--- config.mk ---
export PLATFORM = sky130hd
export DESIGN_NAME = vegeta_array_sequencer
export DESIGN_NICKNAME = d
export VERILOG_FILES = /design/src/rtl/vegeta_seq_pkg.sv /design/src/rtl/vegeta_seq_beat_cnt.sv /design/src/rtl/vegeta_array_sequencer.sv
export SDC_FILE = /design/constraint.sdc
export NUM_CORES = 1
export LEC_CHECK = 0
export CORE_MARGIN = 3
export CORE_UTILIZATION = 50
export CTS_BUF_LIST = sky130_fd_sc_hd__clkbuf_4
export CTS_CLUSTER_SIZE = 24
export DETAILED_ROUTE_END_ITERATION = 12
export PLACE_DENSITY = 0.8
export SLEW_MARGIN = 20
export SYNTH_ARGS = -nofsm -noshare
export SYNTH_HDL_FRONTEND = slang
export SYNTH_HIERARCHICAL = 1
export SYNTH_SLANG_ARGS = --single-unit
--- constraint.sdc ---
create_clock -name clk -period 8.04 [get_ports clk]
set_input_delay 1.608 -clock clk [delete_from_list [all_inputs] [get_ports clk]]
set_output_delay 1.608 -clock clk [all_outputs]
set_load 0.005 [all_outputs]
--- src/rtl/vegeta_seq_pkg.sv ---
// Shared types and helpers for the VEGETA array sequencer.
// Holds the FSM state encoding and the default drain-length function.
package vegeta_seq_pkg;

    typedef enum logic [2:0] {
        IDLE,
        LOAD0,
        COMPUTE,
        DRAIN,
        WAIT_W,
        DONE
    } seq_state_e;

    function automatic int drain_cycles(input int rows, input int cols);
        return rows + cols - 1;
    endfunction

endpackage

--- src/rtl/vegeta_seq_beat_cnt.sv ---
// Saturating beat counter with clear, enable and terminal compare.
// 'last' flags the enabled beat that brings the count to 'term'.
module vegeta_seq_beat_cnt #(
    parameter int W = 4
) (
    input  logic         clk,
    input  logic         rst_n,
    input  logic         clr,
    input  logic         en,
    input  logic [W-1:0] term,
    output logic         at_term,
    output logic         last
);

    logic [W-1:0] cnt;
    logic [W-1:0] cnt_inc;

    assign cnt_inc = cnt + W'(1);
    assign at_term = (cnt == term);
    assign last    = en && !at_term && (cnt_inc == term);

    always_ff @(posedge clk or negedge rst_n) begin
        if (!rst_n) begin
            cnt <= '0;
        end else if (clr) begin
            cnt <= '0;
        end else if (en && !at_term) begin
            cnt <= cnt_inc;
        end
    end

endmodule

--- src/rtl/vegeta_array_sequencer.sv ---
// Tile sequencer for a weight-stationary double-buffered sparse MAC array.
// Optional perf counters are enabled with `define VEGETA_SEQ_PERF_CNT_EN.
module vegeta_array_sequencer
    import vegeta_seq_pkg::*;
#(
    parameter int NUM_ROWS     = 4,
    parameter int NUM_COLS     = 4,
    parameter int TILE_W       = 8,
    parameter int ACT_W        = 12,
    parameter int DRAIN_CYCLES = drain_cycles(NUM_ROWS, NUM_COLS)
) (
    input  logic              clk,
    input  logic              rst_n,
    input  logic              start,
    input  logic [TILE_W-1:0] num_tiles,
    input  logic [ACT_W-1:0]  act_len,
    input  logic              w_valid,
    output logic              w_ready,
    input  logic              act_valid,
    output logic              act_ready,
    output logic              mode,
    output logic              weight_transferring,
    output logic              i_wb,
    output logic              busy,
    output logic              done,
`ifdef VEGETA_SEQ_PERF_CNT_EN
    output logic [31:0]       perf_wstall_cycles,
    output logic [31:0]       perf_astall_cycles,
`endif
    output logic [TILE_W-1:0] tile_idx
);

    localparam int WCW = $clog2(NUM_ROWS + 1);
    localparam int DCW = $clog2(DRAIN_CYCLES + 1);
    localparam logic [WCW-1:0] W_TERM = WCW'(NUM_ROWS);
    localparam logic [DCW-1:0] D_TERM = DCW'(DRAIN_CYCLES);

    seq_state_e state, next_state;

    logic [TILE_W-1:0] nt_q;
    logic [ACT_W-1:0]  al_q;
    logic [TILE_W:0]   tile_nxt;

    logic has_next, load_en, start_acc, swap;
    logic w_beat, a_beat, w_clr, d_end_clr;
    logic w_at_term, w_last;
    logic a_at_term, a_last;
    logic d_at_term, d_last;
    logic unused_ok;

    assign tile_nxt = {1'b0, tile_idx} + (TILE_W + 1)'(1);
    assign has_next = tile_nxt < {1'b0, nt_q};

    assign w_beat              = w_valid && load_en;
    assign w_ready             = w_beat;
    assign weight_transferring = w_beat;
    assign act_ready           = (state == COMPUTE);
    assign a_beat              = act_valid && act_ready;
    assign mode = (state == COMPUTE) || (state == DRAIN) || (state == WAIT_W);
    assign busy = (state != IDLE);
    assign done = (state == DONE);
    assign unused_ok = a_at_term ^ d_at_term;

    always_comb begin
        next_state = state;
        load_en    = 1'b0;
        start_acc  = 1'b0;
        swap       = 1'b0;
        w_clr      = 1'b0;
        d_end_clr  = 1'b0;
        unique case (state)
            IDLE: begin
                if (start) begin
                    start_acc  = 1'b1;
                    next_state = (num_tiles == '0) ? DONE : LOAD0;
                end
            end
            LOAD0: begin
                load_en = 1'b1;
                if (w_last) begin
                    w_clr      = 1'b1;
                    next_state = COMPUTE;
                end
            end
            COMPUTE: begin
                load_en = has_next && !w_at_term;
                if (a_last) next_state = DRAIN;
            end
            DRAIN: begin
                load_en = has_next && !w_at_term;
                if (d_last) begin
                    d_end_clr = 1'b1;
                    if (!has_next) begin
                        next_state = DONE;
                    end else if (w_at_term || w_last) begin
                        swap       = 1'b1;
                        next_state = COMPUTE;
                    end else begin
                        next_state = WAIT_W;
                    end
                end
            end
            // mode stays 1 here so late beats land in the shadow buffer
            WAIT_W: begin
                load_en = !w_at_term;
                if (w_at_term || w_last) begin
                    swap       = 1'b1;
                    next_state = COMPUTE;
                end
            end
            DONE:    next_state = IDLE;
            default: next_state = IDLE;
        endcase
    end

    always_ff @(posedge clk or negedge rst_n) begin
        if (!rst_n) begin
            state    <= IDLE;
            nt_q     <= '0;
            al_q     <= '0;
            tile_idx <= '0;
            i_wb     <= 1'b0;
        end else begin
            state <= next_state;
            if (start_acc) begin
                nt_q     <= num_tiles;
                al_q     <= (act_len == '0) ? ACT_W'(1) : act_len;
                tile_idx <= '0;
                if (num_tiles != '0) i_wb <= 1'b0;
            end else if (swap) begin
                i_wb     <= ~i_wb;
                tile_idx <= tile_nxt[TILE_W-1:0];
            end
        end
    end

    vegeta_seq_beat_cnt #(.W(WCW)) u_w_cnt (
        .clk     (clk),
        .rst_n   (rst_n),
        .clr     (start_acc || w_clr || swap),
        .en      (w_beat),
        .term    (W_TERM),
        .at_term (w_at_term),
        .last    (w_last)
    );

    vegeta_seq_beat_cnt #(.W(ACT_W)) u_a_cnt (
        .clk     (clk),
        .rst_n   (rst_n),
        .clr     (start_acc || swap),
        .en      (a_beat),
        .term    (al_q),
        .at_term (a_at_term),
        .last    (a_last)
    );

    vegeta_seq_beat_cnt #(.W(DCW)) u_d_cnt (
        .clk     (clk),
        .rst_n   (rst_n),
        .clr     (start_acc || d_end_clr || swap),
        .en      (state == DRAIN),
        .term    (D_TERM),
        .at_term (d_at_term),
        .last    (d_last)
    );

`ifdef VEGETA_SEQ_PERF_CNT_EN
    always_ff @(posedge clk or negedge rst_n) begin
        if (!rst_n) begin
            perf_wstall_cycles <= '0;
            perf_astall_cycles <= '0;
        end else if (start_acc) begin
            perf_wstall_cycles <= '0;
            perf_astall_cycles <= '0;
        end else begin
            if ((state == LOAD0 || state == WAIT_W) && !w_valid
                && perf_wstall_cycles != '1)
                perf_wstall_cycles <= perf_wstall_cycles + 32'd1;
            if (state == COMPUTE && !act_valid
                && perf_astall_cycles != '1)
                perf_astall_cycles <= perf_astall_cycles + 32'd1;
        end
    end
`endif

endmodule
* Word-level counts from Yosys, hierarchy flattened *
Cells that the tools add are included.

cells by class
  $add $sub $neg = 4
  multipliers = 0
  div/mod/pow operators = 0
  order comparisons = 1
  equal/unequal tests = 17
  shift-type cells = 0
  muxes and demuxes = 32
  bitwise operators = 1
  reduce and logical (&&, ||, !) cells = 32

operator list
  operator                                                                count
  12-bit two-way mux                                                      3
  3-bit two-way mux                                                       12
  12-bit equality test                                                    2
  3-bit equality test (second input constant)                             6
  8-bit two-way mux                                                       2
  3-bit case mux with 5 select lines                                      1
  12-bit by 1-bit adder with 12-bit output (second input constant)        1
  12-bit zero test                                                        1
  1-bit two-way mux                                                       12
  8-bit by 1-bit adder with 9-bit output (second input constant)          1
  1-bit logical AND                                                       9
  9-bit by 8-bit < comparator with 1-bit output                           1
  8-bit zero test                                                         1
  1-bit logical OR                                                        8
  2-bit nonzero test                                                      4
  8-bit nonzero test                                                      1
  3-bit by 1-bit adder with 3-bit output (second input constant)          2
  3-bit by 2-bit equality test with 1-bit output (second input constant)  2
  2-bit by 1-bit != test with 1-bit output (second input constant)        3
  2-bit != test (second input constant)                                   3
  5-bit AND reduction                                                     1
  3-bit by 1-bit equality test with 1-bit output (second input constant)  1
  1-bit zero test                                                         3
  3-bit zero test                                                         1
  6 further kinds                                                         6

word-level totals
  register bits = 50
  bits in latches = 0
  bits in writable memories = 0
  ROM bits = 0
  output and inout bits = 15
  word-level logic and storage cells = 95
  memories = 0

* Longest topological paths before layout *
  depth in word-level cells = 14
  depth in mapped cells = 21
  mapped depth without buffers = 20

* By module *
Netlist, hierarchy kept.

modules (own cells, without submodules)
  module                             instances  cells an instance  area each (um^2)  sequential area each (um^2)
  vegeta_array_sequencer             1          218                1,819.2           800.8
  vegeta_seq_beat_cnt (u_a_cnt)      1          120                1,034.7           300.3
  vegeta_seq_beat_cnt (u_d_cnt ...)  2          32                 317.8             75.1

* Least setup slack after synthesis *
OpenSTA, ideal clock, no wires.

  path type = register to register
  from = reg tile_idx[0]
  to = reg u_w_cnt.cnt[2]
  library setup time = 0.141 ns
  arrival time = 4.612 ns
  data required time = 7.899 ns
  setup slack = 3.288 ns
  cell stages (with the launch flop) = 22
  path buffers = 1
  clock period less this slack = 4.752 ns
  path through = dfrtp_1 -> ha_1 -> nand3_1 -> nor2_1 -> xor2_1 -> ha_1 -> and3_1 -> a221oi_2 -> a21boi_2 -> nand2_1 -> o22ai_1 -> a31o_1 -> inv_1 -> nor4_2 -> nor2_1 -> nor3_1 -> a31oi_4 -> buf_6 -> o31ai_1 -> nor4bb_1 -> a221oi_1 -> o311ai_1

between the ends
  cells in the longest elaborated chain, start to end = 14
  elaborated cells on any way between the ends = 18

RTL lines
  item                                                     line                                                         RTL
  start: declaration                                       vegeta_array_sequencer.sv:30                                 output logic [TILE_W-1:0] tile_idx
  start signal: assignment                                 vegeta_array_sequencer.sv:132                                tile_idx <= tile_nxt[TILE_W-1:0];
  8-bit by 1-bit adder with 9-bit output (*)               vegeta_array_sequencer.sv:51                                 assign tile_nxt = {1'b0, tile_idx} + (TILE_W + 1)'(1);
  9-bit by 8-bit < comparator with 1-bit output (*)        vegeta_array_sequencer.sv:52                                 assign has_next = tile_nxt < {1'b0, nt_q};
  1-bit logical AND (*)                                    vegeta_array_sequencer.sv:86, vegeta_array_sequencer.sv:90
  1-bit case mux with 3 select lines (*)                   vegeta_array_sequencer.sv:71                                 unique case (state)
  1-bit logical AND (*)                                    vegeta_array_sequencer.sv:54                                 assign w_beat = w_valid && load_en;
  net w_ready                                              vegeta_array_sequencer.sv:18                                 output logic w_ready,
  1-bit logical AND (*) (2 in a row)                       vegeta_seq_beat_cnt.sv:20                                    assign last = en && !at_term && (cnt_inc == term);
  net w_last                                               vegeta_array_sequencer.sv:46                                 logic w_at_term, w_last;
  1-bit logical OR                                         vegeta_array_sequencer.sv:95, vegeta_array_sequencer.sv:106
  1-bit two-way mux                                        vegeta_array_sequencer.sv:95, vegeta_array_sequencer.sv:106
  1-bit two-way mux                                        vegeta_array_sequencer.sv:93                                 if (!has_next) begin
  1-bit two-way mux                                        vegeta_array_sequencer.sv:91                                 if (d_last) begin
  1-bit case mux with 2 select lines                       vegeta_array_sequencer.sv:71
  1-bit logical OR (*)                                     vegeta_array_sequencer.sv:140                                .clr (start_acc || w_clr || swap),
  3-bit two-way mux or 2-bit nonzero test (tied branches)  -
  end signal: assignment                                   vegeta_seq_beat_cnt.sv:28                                    cnt <= cnt_inc;
  end: declaration                                         vegeta_seq_beat_cnt.sv:15                                    logic [W-1:0] cnt;

Mark *: on every way through the listed nets, which the timed path passes. The rest lies on a longest branch.
A chain may end at the register's enable or synchronous reset.

* Final worst setup path *
  from = reg tile_idx[0]
  to = reg u_w_cnt.cnt[2]

between the ends
  cells in the longest elaborated chain, start to end = 14
  elaborated cells on any way between the ends = 18

RTL lines
  item                                                     line
  8-bit by 1-bit adder with 9-bit output (*)               vegeta_array_sequencer.sv:51
  9-bit by 8-bit < comparator with 1-bit output (*)        vegeta_array_sequencer.sv:52
  1-bit logical AND (*)                                    vegeta_array_sequencer.sv:86, vegeta_array_sequencer.sv:90
  1-bit case mux with 3 select lines (*)                   vegeta_array_sequencer.sv:71
  1-bit logical AND (*)                                    vegeta_array_sequencer.sv:54
  1-bit logical AND (*) (2 in a row)                       vegeta_seq_beat_cnt.sv:20
  net w_last                                               vegeta_array_sequencer.sv:46
  1-bit logical OR                                         vegeta_array_sequencer.sv:95, vegeta_array_sequencer.sv:106
  1-bit two-way mux                                        vegeta_array_sequencer.sv:95, vegeta_array_sequencer.sv:106
  1-bit two-way mux                                        vegeta_array_sequencer.sv:93
  1-bit two-way mux                                        vegeta_array_sequencer.sv:91
  1-bit case mux with 2 select lines                       vegeta_array_sequencer.sv:71
  1-bit logical OR (*)                                     vegeta_array_sequencer.sv:140
  3-bit two-way mux or 2-bit nonzero test (tied branches)  -

Marked as above.

==> results.py <==
metrics = {
    "synthesis": {
        "synthesis.area_per_instance_um2": 8.70,
        "post_synthesis_cells": 400,
        "yosys_warnings": 6,
        "post_synth_instance_area_um2": 3480,
    },
    "clocking": {
        "h-tree-depth": 2,
        "cts_sinks": 50,
        "post_cts.resized_instances": 0,
        "numCtsBuffers": 5,
        "clock_insertion_delay_at_the_later_pin_of_the_skew_report_ps": 370,
        "cts.clk_slew.worst_paths_ps": 140,
        "clock_tree_from_tritoncts": "done",
        "cts.root.buffer_cell": "clkbuf_4",
        "cts_hold_repair.buffers": 0,
        "post_cts.repair.setup_buffers": 0,
        "clock_path_buffers": 2,
    },
    "power_and_ir_drop": {
        "max-vdd-ir-drop_mv": 0.210,
        "finalPower_mw": 1.25,
        "power_per_cell_area_nw_per_um2": 312,
        "leakagePower_nw": 1.71,
    },
    "setup_path": {
        "cpPeakStageDelay_ps": 610,
        "worstPathBufferInverterCount": 1,
        "path_max_fanout": 19,
        "path_cells": "ha_1 > nand3_1 > nor2_1 > xor2_1 > ha_1 > and3_1 > a221oi_2 > a21boi_2 > nand2_1 > o22ai_1 > a31o_1 > inv_1 > nor4_2 > nor2_1 > nor3_1 > a31oi_4 > o31ai_1 > nor4bb_1 > a221oi_1 > o311ai_1",
        "worst-r2r-cell-count": 20,
        "crit_slowest_cell": "nor4_2",
        "critPathArrivalTime_ps": 5740,
        "path_delay_family": "compound AO/OA/AOI/OAI gates",
        "reg2reg_capture_point": "u_w_cnt/cnt[2]",
        "setup.worst_path.start_class": "flip-flop",
        "worstPathRequired_ps": 8280,
        "worst_r2r_setup_slack_ps": 2540,
        "timing.rr.start": "tile_idx[0]",
        "path_class": "reg -> reg",
        "timing.critical_path.to_type": "flip-flop",
        "worst-path-stages": 20,
    },
    "run_status": {
        "status": "finished, final reports clean",
    },
    "sta": {
        "slew-limit-headroom_pct": 41.0,
        "maxSlewViolCount": 0,
        "worstMarginPinSlew_ps": 885,
        "finalHoldViolCount": 0,
        "setup_clock_skew_after_layout_ps": 16.1,
        "timing.setup.tns_ps": 0,
        "period_needed_ps": 5500,
        "fmax_ghz": 0.182,
        "report.final.setup_viol": 0,
        "period_share_pct": 68.5,
        "rsz0062_at_grt": "false",
    },
    "floorplan": {
        "number_of_standard_cell_rows_in_the_floorplan": 29,
        "core-area_um2": 6530,
        "die_area_um2": 8000,
        "die_height_um": 89.4,
        "io-pin-count": 40,
        "die_w_um": 89.4,
        "initial_core_util_pct": 53.3,
    },
    "final_layout": {
        "num-nets-final": 481,
        "filler_cell_count": 564,
        "layout-area-overhead-vs-synth_pct": 14.8,
        "drive_gt1_share_pct": 6.08,
        "multi_input_combinational_cell_area_um2": 2130,
        "final_core_area_utilization_pct": 61.2,
        "register_area_um2": 1250,
        "antenna_cells_inserted": 0,
    },
    "global_route": {
        "gr-total-overflow": 0,
        "number_of_antenna_violations_at_the_first_check_in_global_routing": 0,
        "global_route.usage.met1_pct": 27.7,
        "wire_length_of_the_first_global_routing_pass_mm": 13.4,
        "global_routing_usage_on_met3_pct": 3.78,
        "most_utilized_layer_in_the_global_route_result": "met2",
        "track_usage_pct": 21.4,
        "maximum_number_of_pins_on_one_net_before_global_route_repair": 51,
        "global_route.usage.met2_pct": 35.9,
        "first_global_vias": 2928,
    },
    "min_path": {
        "min-delay-start": "nt_q[0]",
        "hold_end": "nt_q[0]",
        "worstHoldPathType": "reg -> reg",
        "min_path_cells": 2,
    },
    "routing": {
        "detailedRoute.firstPassIterationCount": 5,
        "detail-route-antenna-nets": 0,
        "drt_iter0_markers": 200,
        "drt-vias-per-instance": 5.97,
        "detailroute.via_count": 3109,
        "total_wirelength_mm": 8.07,
        "wire_per_inst_um": 15.5,
        "route.detailed.drc": 0,
    },
    "job": {
        "maxCapViolations": 0,
    },
    "placed_design": {
        "detailed_place_hpwl_mm": 6.01,
        "place.port_buffers": 39,
        "place_congestion": 0.874,
    },
}
-- worst max-delay path by stage --
stage | start | endpoint
floorplan | tile_idx[0] | u_w_cnt/cnt[2]
global placement | tile_idx[0] | u_w_cnt/cnt[2]
detailed placement | tile_idx[0] | u_w_cnt/cnt[2]
CTS | tile_idx[0] | u_w_cnt/cnt[2]
global route | tile_idx[0] | u_w_cnt/cnt[2]
finish | tile_idx[0] | u_w_cnt/cnt[2]
-- through the flow --
step	instance area [µm²]	cells	setup slack [ps]	hold WS [ps]
final	4000	521	2540	506
after global placement	3930	514	3000	473
after floorplan	3530	414	3290	446
after global routing	4000	521	2080	547
after CTS	4000	521	2590	507
after detailed placement	3930	514	2640	474
-- routing by layer --
metal | routed length (µm) | vias to the layer above
met4 | 114 | 0
met1 | 3650 | 1514
li1 | - | 1503
met5 | 0 | -
met3 | 347 | 13
met2 | 3960 | 79
-- worst reg2reg max path: cells and delay by family (launching register included) --
kind            cells  cell delay (ps)
simple gates        8             1970
xor+xnor            1              240
fa+ha+maj           2              550
compound gates      8             2050
flops               1              470
buf+inv             1              110
-- where the power goes --
part           internal, mW  switching, mW  leakage, nW  total [mW]
sequential            0.338          0.115        0.640       0.453
combinational         0.296          0.357         1.03       0.653
clock                0.0630         0.0781       0.0387       0.141
total                 0.697          0.550         1.71        1.25
-- flip-flops by register name, summed over array words and instances (netlist names) --
name,count
al_q,12
u_w_cnt/cnt,3
u_a_cnt/cnt,12
tile_idx,8
u_d_cnt/cnt,3
state,3
nt_q,8
i_wb,1
-- area by class of cell --
cell class | instances | share of cell area [%]
Clock buffer | 5 | 0.939
Clock inverter | 2 | 0.845
Inverter | 16 | 1.50
Multi-Input combinational cell | 331 | 53.2
Sequential cell | 50 | 31.3
Tap cell | 77 | 2.41
Timing Repair Buffer | 40 | 9.83
-- layout by cell type, fill, tap and decap left out, drive strengths merged, types with 16 or more instances in the layout --
cell type	count
nand3	18
xnor2	23
xor2	18
nand2	69
o21ai	27
inv	16
dfrtp	50
nor2	24
conb	16
clkdlybuf4s50	38
Note: power is estimated with default switching activity, not from simulation.
